==> config.mk <==
export PLATFORM = sky130hd
export DESIGN_NAME = ms_tick_countdown
export DESIGN_NICKNAME = d
export VERILOG_FILES = /design/src/rtl/ms_timer_pkg.sv /design/src/rtl/tick_edge_detect.sv /design/src/rtl/ms_tick_countdown.sv
export SDC_FILE = /design/constraint.sdc
export NUM_CORES = 1
export LEC_CHECK = 0
export CAP_MARGIN = 5
export CORE_UTILIZATION = 65
export CTS_BUF_LIST = sky130_fd_sc_hd__clkbuf_8
export DETAILED_ROUTE_END_ITERATION = 16
export DONT_BUFFER_PORTS = 1
export PLACE_DENSITY = 0.81
export SYNTH_ARGS = -nofsm -noshare
export SYNTH_HDL_FRONTEND = slang
export SYNTH_SLANG_ARGS = --single-unit
==> constraint.sdc <==
create_clock -name pulseClk -period 5.1 [get_ports pulseClk]
set_clock_uncertainty 0.15 [all_clocks]
set_input_delay 0.765 -clock pulseClk [delete_from_list [all_inputs] [get_ports pulseClk]]
set_output_delay 0.765 -clock pulseClk [all_outputs]
set_load 0.01 [all_outputs]
==> src/rtl/ms_timer_pkg.sv <==
// Shared types and defaults for the millisecond timer family.
// Holds the countdown state encoding and the default counter width.
package ms_timer_pkg;

    localparam int unsigned CNT_W_DEF = 16;

    typedef enum logic [1:0] {
        ST_IDLE,
        ST_RUN,
        ST_PAUSED
    } state_t;

endpackage

==> src/rtl/tick_edge_detect.sv <==
// Rising-edge detector for the 1 ms tick strobe. A strobe held high for
// several cycles produces exactly one tickRise.
module tick_edge_detect (
    input  logic pulseClk,
    input  logic rst_n,
    input  logic tickIn,
    output logic tickRise
);

    logic tickQ;

    always_ff @(posedge pulseClk or negedge rst_n) begin
        if (!rst_n) begin
            tickQ <= 1'b0;
        end else begin
            tickQ <= tickIn;
        end
    end

    assign tickRise = tickIn & ~tickQ;

endmodule

==> src/rtl/ms_tick_countdown.sv <==
// Millisecond countdown driven by the 1 ms tick: load, pause, abort, done pulse.
// Build option MS_TICK_AUTO_RELOAD_EN makes the timer repeat until aborted.
module ms_tick_countdown
    import ms_timer_pkg::*;
#(
    parameter int unsigned CNT_W = CNT_W_DEF
) (
    input  logic             pulseClk,
    input  logic             rst_n,
    input  logic             tickIn,
    input  logic             start,
    input  logic [CNT_W-1:0] loadValue,
    input  logic             pause,
    input  logic             abort,
    output logic             busy,
    output logic             done,
    output logic [CNT_W-1:0] remaining,
    output logic             LED
);

    state_t           state, stateNext;
    logic [CNT_W-1:0] remNext;
    logic             busyNext;
    logic             doneNext;
    logic             tickRise;

`ifdef MS_TICK_AUTO_RELOAD_EN
    logic [CNT_W-1:0] reloadReg, reloadNext;
`endif

    tick_edge_detect u_tick_edge (
        .pulseClk (pulseClk),
        .rst_n    (rst_n),
        .tickIn   (tickIn),
        .tickRise (tickRise)
    );

    always_ff @(posedge pulseClk or negedge rst_n) begin
        if (!rst_n) begin
            state     <= ST_IDLE;
            remaining <= '0;
            busy      <= 1'b0;
            done      <= 1'b0;
`ifdef MS_TICK_AUTO_RELOAD_EN
            reloadReg <= '0;
`endif
        end else begin
            state     <= stateNext;
            remaining <= remNext;
            busy      <= busyNext;
            done      <= doneNext;
`ifdef MS_TICK_AUTO_RELOAD_EN
            reloadReg <= reloadNext;
`endif
        end
    end

    // Priority within each state: abort > start > pause > tickRise.
    always_comb begin
        stateNext = state;
        remNext   = remaining;
        busyNext  = busy;
        doneNext  = 1'b0;
`ifdef MS_TICK_AUTO_RELOAD_EN
        reloadNext = reloadReg;
`endif
        case (state)
            ST_IDLE: begin
                if (!abort && start) begin
                    if (loadValue != '0) begin
                        stateNext = ST_RUN;
                        remNext   = loadValue;
                        busyNext  = 1'b1;
`ifdef MS_TICK_AUTO_RELOAD_EN
                        reloadNext = loadValue;
`endif
                    end else begin
                        doneNext = 1'b1;
                    end
                end
            end
            ST_RUN: begin
                if (abort) begin
                    stateNext = ST_IDLE;
                    remNext   = '0;
                    busyNext  = 1'b0;
                end else if (pause) begin
                    stateNext = ST_PAUSED;
                end else if (tickRise) begin
                    if (remaining > CNT_W'(1)) begin
                        remNext = remaining - CNT_W'(1);
                    end else if (remaining == CNT_W'(1)) begin
                        doneNext = 1'b1;
`ifdef MS_TICK_AUTO_RELOAD_EN
                        remNext  = reloadReg;
`else
                        stateNext = ST_IDLE;
                        remNext   = '0;
                        busyNext  = 1'b0;
`endif
                    end
                end
            end
            ST_PAUSED: begin
                if (abort) begin
                    stateNext = ST_IDLE;
                    remNext   = '0;
                    busyNext  = 1'b0;
                end else if (!pause) begin
                    stateNext = ST_RUN;
                end
            end
            default: begin
                stateNext = ST_IDLE;
                remNext   = '0;
                busyNext  = 1'b0;
            end
        endcase
    end

    assign LED = busy;

endmodule

==> summary.md <==
| Metric | Value |
|---|---|
| Crit start category | `register` |
| Detailed-route via count | `1364` |
| Setup TNS | `0 ps` |
| Overall global routing resource usage | `0.341` |
| Initial core utilization | `0.715` |
| Crit path kind | `reg -> reg` |
| Peak Freq | `350 MHz` |
| Peak VDD IR | `0.000437 V` |
| Drt drc | `0` |
| Flops & latches, synth | `21` |
| Hold-fix buffers, CTS | `0` |
| DR vias/cell | `7.03` |
| Syn_nets | `194` |
| Row count | `16` |
| Clk pin slew, worst setup/hold paths | `80 ps` |
| Port Buffer Count | `0` |
| Leakage | `0.612 nW` |
| Share of cells above drive strength 1 | `0.126` |
| Core area | `0.00204 mm^2` |
| Synthesized area | `0.00146 mm^2` |
| Minimum clock period | `2860 ps` |
| Clk buf depth | `2` |
| Relative slew slack | `0.441` |
| Period Utilization, post-route | `0.560` |
| Worst slack at placement | `2280 ps` |
| Worst-path fanout max | `21` |
| Initial DRC count | `93` |
| CTS H-tree lvls | `1` |
| Syn. warnings | `0` |
| Mean Syn Cell Area | `8.59 um^2` |
| First-pass DRT Iterations | `5` |
| WP data required | `5080 ps` |
| Worst skew pair latency | `260 ps` |
| # diodes | `0` |
| Setup violators final | `0` |
| WP data arrival | `2840 ps` |
| DRT antenna net count | `0` |
| Number of global-route vias before repair | `1346` |
| Setup bufs post-CTS | `0` |
| First-pass GRT wire length | `6380 um` |
| Initial antenna violation count | `0` |
| Yosys cell types | `42` |
| Mapped Cells | `170` |
| Synthesis-to-finish area growth | `1.89%` |
| Clock buffer count from CTS | `3` |
| Final WS setup | `2240 ps` |
| HP Class | `in -> async` |
| Grt ovf | `0` |
| CP max-delay cell | `or4b_4` |
| Final GP Congestion | `1.01` |
| CP Capture Type | `register` |
| TritonCTS clock tree | `done` |
| Die area | `0.00244 mm^2` |
| Detailed Route WL | `3770 um` |
| Clk Tree Root Cell | `clkbuf_8` |
| Final non-filler cell total | `194` |
| Final hold viol count | `0` |
| Die width | `49.4 um` |
| # IOs | `41` |
| Cts repair resizes | `0` |
| RSZ-0062 raised after global routing | `no` |
| Max Cap Violations | `0` |
| DIE HEIGHT | `49.4 um` |
| Max-slew violations | `0` |
| Sequential-to-total area share from yosys stat | `0.360` |
| Status | `completed` |
| Final hold slack | `42.2 ps` |
| PD cells | `633 mW/mm^2` |
| DR WL/cell | `19.4 um` |
| Critical path, cell by cell | `inv_1, ha_1, or4b_4, nor2_8, nand4b_1, nand3_2, or2_1, o21ai_2` |
| Nets@finish | `192` |
| Placed wire-length estimate | `2900 um` |
| Clock Sink Count | `21` |
| Largest net degree at the start of global routing | `22` |
| CP peak stage delay | `540 ps` |
| Worst-Margin Slew | `836 ps` |
| Dpl cells | `190` |
==> final timing paths <==
check                                            start                     endpoint  slack [ps]  cells past startpoint
setup reg to reg              remaining[0]$_DFFE_PN0P_     remaining[8]$_DFFE_PN0P_        2240                      8
hold / removal                                   rst_n     remaining[6]$_DFFE_PN0P_          40                      0
max in group asynchronous                        rst_n               done$_DFF_PN0_        4680                      0
setup / recovery              remaining[0]$_DFFE_PN0P_     remaining[8]$_DFFE_PN0P_        2240                      8
hold reg to reg            u_tick_edge.tickQ$_DFF_PN0_               done$_DFF_PN0_         430                      3
min in group pulseClk                           tickIn  u_tick_edge.tickQ$_DFF_PN0_         380                      0
==> flip-flops by register name, indices dropped and copies added, names as in the netlist <==
signal,count
u_tick_edge.tickQ,1
LED,1
remaining,16
state,2
done,1
==> per-layer routing <==
layer	GRT usage	part of all wire	vias up
met1	0.474	0.42	640
li1	-	-	624
met3	0.0779	0.099	11
met5	0	0	-
met4	0.105	0.025	0
met2	0.527	0.45	89
==> cells in the mapped netlist <==
master     count  area (um^2)
dfrtp_1       21          526
o21ai_0       21          105
nor2_1        20         75.1
a21oi_1       11         55.1
o21ai_2       10         87.6
nand2_1        8         30.0
nor3_1         7         35.0
a22oi_1        6         45.0
inv_1          6         22.5
nor4_1         5         31.3
a32oi_1        4         35.0
a22o_1         3         26.3
a31oi_1        3         18.8
and3_1         3         18.8
buf_4          3         22.5
nand2b_1       3         18.8
nor2b_1        3         18.8
nor3b_1        3         22.5
buf_2          2         10.0
buf_6          2         22.5
ha_1           2         25.0
nand3_1        2         10.0
or3_1          2         12.5
xnor2_1        2         17.5
and2_1         1         6.26
and3b_1        1         8.76
clkbuf_1       1         3.75
mux2_2         1         11.3
nand3_2        1         10.0
nand4b_1       1         8.76
nor2_2         1         6.26
nor2_8         1         20.0
nor3_2         1         10.0
nor4b_2        1         15.0
o211ai_1       1         7.51
o21bai_1       1         7.51
o2bb2ai_1      1         8.76
o31a_1         1         8.76
o31ai_1        1         7.51
o32ai_1        1         8.76
or2_1          1         6.26
or4b_4         1         13.8
==> cells in the final DEF, fill, tap and decap left out, types with 2 or more instances in the layout <==
cell	instances
dfrtp_1	21
o21ai_0	21
nor2_1	20
a21oi_1	11
o21ai_2	10
nand2_1	8
inv_1	7
nor3_1	7
a22oi_1	6
nor4_1	5
a32oi_1	4
and3_1	3
nand2b_1	3
nor3b_1	3
nor2b_1	3
a22o_1	3
a31oi_1	3
clkbuf_8	3
nand3_1	2
or3_1	2
xnor2_1	2
ha_1	2
==> critical path, delay by kind of cell (launching register included) <==
family / cells / cell delay [ps]
AO/OA/AOI/OAI: 1 / 120
adder cells (fa/ha/maj): 1 / 240
AND/OR/NAND/NOR: 5 / 1620
buffers and inverters: 1 / 110
flip-flops: 1 / 500
==> per-stage QoR <==
step | utilization | cell area, um^2 | power (mW)
after detailed placement | 0.706 | 1440 | 0.825
after CTS | 0.729 | 1490 | 0.930
after floorplan | - | 1460 | 0.748
final | 0.729 | 1490 | 0.942
after global routing | 0.729 | 1490 | 1.01
after global placement | 0.706 | 1440 | 0.814
==> logic make-up (layout without fill, tap and decap cells) <==
kind of cell             after synthesis  in the layout  synth area share
AND/OR/NAND/NOR                       66             66             0.259
flip-flops                            21             21             0.360
AO/OA/AOI/OAI                         64             64             0.289
adder cells (fa/ha/maj)                2              2            0.0171
buffers and inverters                 14             11            0.0557
multiplexers                           1              1           0.00771
XOR/XNOR                               2              2            0.0120
==> final cells by class <==
cell class / instances / area [um^2]
Clock buffer: 3 / 41.3
Inverter: 6 / 22.5
Multi-Input combinational cell: 135 / 853
Tap cell: 27 / 33.8
Timing Repair Buffer: 1 / 7.51
Clock inverter: 1 / 3.75
Fill cell: 162 / 554
Sequential cell: 21 / 526
==> report_power, final <==
group	internal [mW]	total, mW	switching (mW)
Clock	0.0536	0.108	0.0546
Sequential	0.227	0.354	0.126
Combinational	0.182	0.480	0.299
No activity file was read; power rests on OpenSTA's default activity.
